==> src/rtl/alu_seq_ctrl.sv <==
// Sequencing front end for the 8-bit ALU datapath: drives the external adder and
// the 1-bit shift/rotate manipulator, and holds the registered result behind valid/ready.
module alu_seq_ctrl (
    input  logic       clk,
    input  logic       rst_n,
    input  logic       in_valid,
    output logic       in_ready,
    input  logic [2:0] op,
    input  logic [7:0] a,
    input  logic [7:0] b,
    output logic       out_valid,
    input  logic       out_ready,
    output logic [7:0] result,
    output logic       carry,
    output logic       zero,
    output logic [7:0] alu_a,
    output logic [7:0] alu_b,
    output logic       alu_cin,
    output logic       alu_dir,
    output logic       alu_rot,
    input  logic [7:0] add_sum,
    input  logic       add_cout,
    input  logic [7:0] man_out
);

    localparam logic [2:0] OpAdd = 3'b000;
    localparam logic [2:0] OpSub = 3'b001;
    localparam logic [2:0] OpShl = 3'b010;
    localparam logic [2:0] OpShr = 3'b011;
    localparam logic [2:0] OpRol = 3'b100;
    localparam logic [2:0] OpRor = 3'b101;

    typedef enum logic [1:0] {StIdle, StExec, StShift, StDone} state_e;

    state_e     state_q, state_d;
    logic [2:0] op_q, op_d;
    logic [7:0] w_q, w_d;
    logic [7:0] b_q, b_d;
    logic [2:0] cnt_q, cnt_d;
    logic [7:0] result_q, result_d;
    logic       carry_q, carry_d;
    logic       zero_q, zero_d;

    logic       in_is_shift;
    logic       q_is_arith;

    assign in_is_shift = (op >= OpShl) && (op <= OpRor);
    assign q_is_arith  = (op_q == OpAdd) || (op_q == OpSub);

    always_ff @(posedge clk or negedge rst_n) begin
        if (!rst_n) begin
            state_q  <= StIdle;
            op_q     <= 3'd0;
            w_q      <= 8'd0;
            b_q      <= 8'd0;
            cnt_q    <= 3'd0;
            result_q <= 8'd0;
            carry_q  <= 1'b0;
            zero_q   <= 1'b0;
        end else begin
            state_q  <= state_d;
            op_q     <= op_d;
            w_q      <= w_d;
            b_q      <= b_d;
            cnt_q    <= cnt_d;
            result_q <= result_d;
            carry_q  <= carry_d;
            zero_q   <= zero_d;
        end
    end

    // Datapath controls are only driven while the matching state is active.
    always_comb begin
        in_ready  = (state_q == StIdle);
        out_valid = (state_q == StDone);
        result    = result_q;
        carry     = carry_q;
        zero      = zero_q;
        alu_a     = w_q;
        alu_b     = 8'd0;
        alu_cin   = 1'b0;
        alu_dir   = 1'b0;
        alu_rot   = 1'b0;
        if (state_q == StExec) begin
            if (op_q == OpAdd) begin
                alu_b = b_q;
            end else if (op_q == OpSub) begin
                alu_b   = ~b_q;
                alu_cin = 1'b1;
            end
        end
        if (state_q == StShift) begin
            alu_dir = (op_q == OpShr) || (op_q == OpRor);
            alu_rot = (op_q == OpRol) || (op_q == OpRor);
        end
    end

    always_comb begin
        state_d  = state_q;
        op_d     = op_q;
        w_d      = w_q;
        b_d      = b_q;
        cnt_d    = cnt_q;
        result_d = result_q;
        carry_d  = carry_q;
        zero_d   = zero_q;
        unique case (state_q)
            StIdle: begin
                if (in_valid) begin
                    op_d    = op;
                    w_d     = a;
                    b_d     = b;
                    cnt_d   = b[2:0];
                    state_d = (in_is_shift && (b[2:0] != 3'd0)) ? StShift : StExec;
                end
            end
            StExec: begin
                if (q_is_arith) begin
                    result_d = add_sum;
                    carry_d  = add_cout;
                end else begin
                    result_d = w_q;
                    carry_d  = 1'b0;
                end
                zero_d  = (result_d == 8'd0);
                state_d = StDone;
            end
            StShift: begin
                w_d     = man_out;
                cnt_d   = cnt_q - 3'd1;
                // Carry tracks the bit leaving W, for rotates too.
                carry_d = alu_dir ? w_q[0] : w_q[7];
                if (cnt_q == 3'd1) begin
                    result_d = man_out;
                    zero_d   = (man_out == 8'd0);
                    state_d  = StDone;
                end
            end
            StDone: begin
                if (out_ready) begin
                    state_d = StIdle;
                end
            end
            default: state_d = StIdle;
        endcase
    end

endmodule

==> config.mk <==
export PLATFORM = sky130hd
export DESIGN_NAME = alu_seq_ctrl
export DESIGN_NICKNAME = d
export VERILOG_FILES = /design/src/rtl/alu_seq_ctrl.sv
export SDC_FILE = /design/constraint.sdc
export NUM_CORES = 1
export LEC_CHECK = 0
export ABC_AREA = 1
export CAP_MARGIN = 20
export CORE_UTILIZATION = 48
export DETAILED_ROUTE_END_ITERATION = 10
export PLACE_DENSITY = 0.94
export SYNTH_ARGS = -nofsm -noshare
export SYNTH_HDL_FRONTEND = slang
export SYNTH_SLANG_ARGS = --single-unit
export TNS_END_PERCENT = 30
==> constraint.sdc <==
create_clock -name clk -period 3.95 [get_ports clk]
set_clock_uncertainty 0.05 [all_clocks]
set_input_delay 0.9875 -clock clk [delete_from_list [all_inputs] [get_ports clk]]
set_output_delay 0.9875 -clock clk [all_outputs]
set_load 0.05 [all_outputs]
# [Word level (Yosys, flattened, before mapping)]
# Cells that the tools add are included.
[totals] regBits=34 in_bits=40 out_inout_bits=31 elab_cells=65
[op_classes] n_addsub=1 order_cmp=2 n_eq_ne=11 muxes=26 n_bitwise=1 n_reduce_logical=16
[ops] operator="2-to-1 mux 8 bit" count=7
[ops] operator="case mux 8 bit (2 select lines)" count=2
[ops] operator="logical NOT 8 bit" count=2
[ops] operator="2-to-1 mux 1 bit" count=8
[ops] operator="2-to-1 mux 2 bit" count=4
[ops] operator="NOT 8 bit" count=1
[ops] operator="case mux 2 bit (4 select lines)" count=1
[ops] operator="== test 3 x 1 -> 1 bit (second input constant)" count=2
[ops] operator="== test 3 bit (second input constant)" count=2
[ops] operator="case mux 3 bit (2 select lines)" count=1
[ops] operator="AND reduction 2 bit" count=3
[ops] operator="== test 2 bit (second input constant)" count=2
[ops] operator="!= test 2 x 1 -> 1 bit (second input constant)" count=2
[ops] operator="case mux 1 bit (2 select lines)" count=2
[ops] operator="nonzero test 2 bit" count=2
[ops] operator="== test 3 x 2 -> 1 bit (second input constant)" count=1
[ops] operator=">= comparator 3 x 2 -> 1 bit (second input constant)" count=1
[ops] operator="<= comparator 3 bit (second input constant)" count=1
[ops] operator="logical NOT 3 bit" count=1
[ops] operator="logical OR 1 bit" count=3
[ops] operator="2-to-1 mux 3 bit" count=1
[ops] operator="AND reduction 3 bit" count=1
[ops] operator="nonzero test 3 bit" count=1
[ops] operator="subtractor 3 x 1 -> 3 bit (second input constant)" count=1
[ops] operator="other kinds (4)" count=5

# [Logic depth before layout (Yosys ltp)]
[depth] word_depth=6 ltp_mapped=9 depth_no_buf=9

# [Worst setup path after synthesis]
# Ideal clock, no wire load.
[synth_timing] path_type="register to output" start="register state_q[0]" end="output alu_rot" arrival_time_ns=2.062 t_required_ns=2.913 slack_ns=0.850 path_stages_with_launch=7 path_buffers=2 cell_sequence="dfrtp_1 inv_1 ha_1 buf_4 inv_1 buf_2 nor3_1"
[synth_between] elab_chain_cells=2
[synth_rtl] element="start, declared" line_no="35" rtl="state_e state_q, state_d;"
[synth_rtl] element="start signal, assigned" line_no="52" rtl="state_q <= StIdle;"
[synth_rtl] element="start signal, assigned" line_no="61" rtl="state_q <= state_d;"
[synth_rtl] element="== test 2 bit" line_no="92" rtl="if (state_q == StShift) begin"
[synth_rtl] element="2-to-1 mux 1 bit" line_no="92"
[synth_rtl] element="end, declared" line_no="20" rtl="output logic alu_rot,"
# Every way passes these cells.

# [Worst setup path after layout]
[layout_timing] start="register op_q[2]" end="output alu_b[0]"
[layout_between] elab_chain_cells=4 word_cells_on_any_way=5 cone_classes="1 x eq/ne; 3 x mux; 1 x reduce/logical"
[layout_rtl] element="start, declared" line_no="36" rtl="logic [2:0] op_q, op_d;"
[layout_rtl] element="start signal, assigned" line_no="62" rtl="op_q <= op_d;"
[layout_rtl] element="== test 3 x 1 -> 1 bit" line_no="87" rtl="end else if (op_q == OpSub) begin"
[layout_rtl] element="2-to-1 mux 8 bit" line_no="87"
[layout_rtl] element="2-to-1 mux 8 bit *" line_no="85" rtl="if (op_q == OpAdd) begin"
[layout_rtl] element="2-to-1 mux 8 bit *" line_no="84" rtl="if (state_q == StExec) begin"
[layout_rtl] element="end, declared" line_no="17" rtl="output logic [7:0] alu_b,"
# Every way passes the cells marked *; elsewhere a longest branch is shown, timed or not.

==> flow_summary.ini <==
[timing]
setup_viol = 0
timing.final.crit_share_pct = 88.63
rsz0062_at_grt = false
max_slew_margin_pct = 60.09
period_needed_ns = 3.501
tightestPinTransition_ns = 0.5979
tns_ns = 0
fin_hold_ws_ns = 0.4504
hold_viol = 0
setup_slack_ns = 0.4492
slew_violations = 0
max_freq_ghz = 0.2857

[logic_synthesis]
ys_warn_count = 0
synth_seq_cells = 34
synthCells = 263
avgSynthCellArea_sq_um = 7.436
synth_top_cell_by_area = dfrtp_1
yosysTopAreaCellShare_pct = 43.51
yosysSeqAreaShare_pct = 43.51
syn-cell-area_sq_um = 1956
netlist-cell-type-count = 26
synthesis.nets = 310
ys_top_cells_by_area = dfrtp_1, nand2_1, inv_1

[global_route]
overflow = 0
grt_max_degree = 35
track_usage_pct = 28.02
grt_pass1_vias = 1968
grt_pass1_wl_um = 9039
antenna_found_initial = 0

[setup_path]
crit_fanout = 12
critPathArrivalTime_ns = 2.46
startpoint_type = flop
end_kind = output port
crit_type = flop to output port
worstPathRequired_ns = 2.91

[clock_network]
cts-resized-gates = 0
tritoncts = built
post_cts_buffers = 0
clkLatencyLatePin_ns = 0.30
cts.sinks = 34
clkTransAtPathRegs_ns = 0.07
h-tree-depth = 2
cts_buffers = 5
max-clock-path-buffers = 2
ctsHoldBuffers = 0
cts-root-buf = clkbuf_8

[floorplan]
io_pins = 71
die-area_sq_um = 4334
core_sq_um = 3771
rows = 22
die-width_um = 65.83
die_h_um = 65.83
start_util_pct = 51.86

[route]
wl_per_cell_um = 13.81
viasPerCell = 5.225
firstDrtPassIters = 4
wl_um = 5277
final_antenna_net_count = 0
vias = 1996
drt_iter0_markers = 195
drc = 0

[finish]
diodes = 0
drive_above_1_share_pct = 5.689
layout_common_cells = nand2_1, clkdlybuf4s50_1, dfrtp_1
fillers = 278
nets = 380
final_common_cell = nand2_1
syn_to_final_growth_pct = 41.91

[power_and_ir_drop]
p_seq_share_pct = 25.2
fin_total_pwr_uw = 2677
vdd_drop_max_mv = 0.5170
switching_share_pct = 52.93
p_per_area_nw_per_um2 = 964.8
p_leak_uw = 0.001317
clkPwrFrac_pct = 10.2
switching_power_uw = 1417
power_frac_comb_pct = 64.6
p_int_uw = 1260

[status]
outcome = completed

[placement]
routabilityCongestion = 0.8409
io_buffers = 70
preCtsSetupSlack_ns = 0.7838
hpwl_um = 3857

[job]
cap_violations = 0

[min_path]
min_path_type = flop to flop
[flip-flops by register name, summed over array words and instances (netlist names)]
signal,count
state_q,2
op_q,3
cnt_q,3
zero,1
result,8
alu_a,8
carry,1
b_q,8
[final timing paths]
kind                            start        end  slack, ns  cells past startpoint
min in group asynchronous       rst_n  result[7]       1.04                      2
setup / recovery              op_q[2]   alu_b[0]       0.45                      4
max in group asynchronous       rst_n  result[5]       2.50                      2
hold / removal                 b_q[5]     b_q[5]       0.45                      2
hold reg to reg                b_q[5]     b_q[5]       0.45                      2
setup reg to reg           state_q[0]   cnt_q[2]       1.77                      8
[power by group through the flow]
stage | clock network [uW] | logic [uW] | registers, uW
after floorplan | 0 | 951 | 957
after global placement | 0 | 1660 | 670
after detailed placement | 0 | 1700 | 677
after CTS | 275 | 1730 | 673
after global routing | 289 | 1890 | 701
final | 274 | 1730 | 674
[cell families (layout without fill, tap and decap cells)]
logic type               count (synthesis)  in the layout  share of synthesized area, %
buffers and inverters                   43            114                         9.341
flip-flops                              34             34                         43.51
AND/OR/NAND/NOR                        128            128                         26.17
adder cells (fa/ha/maj)                  7              7                         4.478
AO/OA/AOI/OAI                           43             43                         12.92
XOR/XNOR                                 8              8                         3.583
[cell type report]
class	count	area, sq um	area share, %
Clock buffer	6	82.58	2.976
Clock inverter	2	12.51	0.4509
Inverter	33	123.9	4.463
Multi-Input combinational cell	186	922.1	33.23
Sequential cell	34	850.8	30.66
Tap cell	48	60.06	2.164
Timing Repair Buffer	73	723.2	26.06
[metal layers]
layer / part of all wire [%] / GRT usage (%) / routed length (um)
met1: 41 / 34.41 / 2160
met5: 0 / 0 / 0
met3: 7.0 / 7.241 / 372
met2: 50 / 46.30 / 2660
met4: 1.6 / 11.68 / 84
[per-stage QoR]
stage	util (%)	cell area, sq um	std cells
after floorplan	-	1956	263
after global placement	71.07	2680	374
after detailed placement	71.07	2680	374
after CTS	73.59	2775	382
after global routing	73.59	2775	382
final	73.59	2775	382
[cells in the mapped netlist]
| cell | instances |
|---|---|
| nor2_1 | 27 |
| nand2_2 | 2 |
| a211oi_1 | 1 |
| nand2_1 | 82 |
| buf_2 | 5 |
| inv_2 | 1 |
| xnor2_1 | 8 |
| dfrtp_1 | 34 |
| o21ai_0 | 17 |
| a21oi_1 | 7 |
| o21ai_2 | 2 |
| nand3_1 | 10 |
| buf_4 | 2 |
| o21ai_1 | 1 |
| buf_6 | 1 |
| o211ai_1 | 4 |
| a22oi_1 | 1 |
| inv_1 | 32 |
| a21oi_2 | 1 |
| nor3_1 | 3 |
| nor2_2 | 1 |
| nand4_1 | 2 |
| clkbuf_1 | 2 |
| or2_2 | 1 |
| a31oi_1 | 9 |
| ha_1 | 7 |
[worst max-delay path, cell delays in order (launching register included)]
cell and delay (ns):
dfrtp_1 0.41, nor2_2 0.42, nand2_1 0.33, nor2_1 0.18
clkdlybuf4s50_1 0.82
Power figures use the tool's default switching activity.
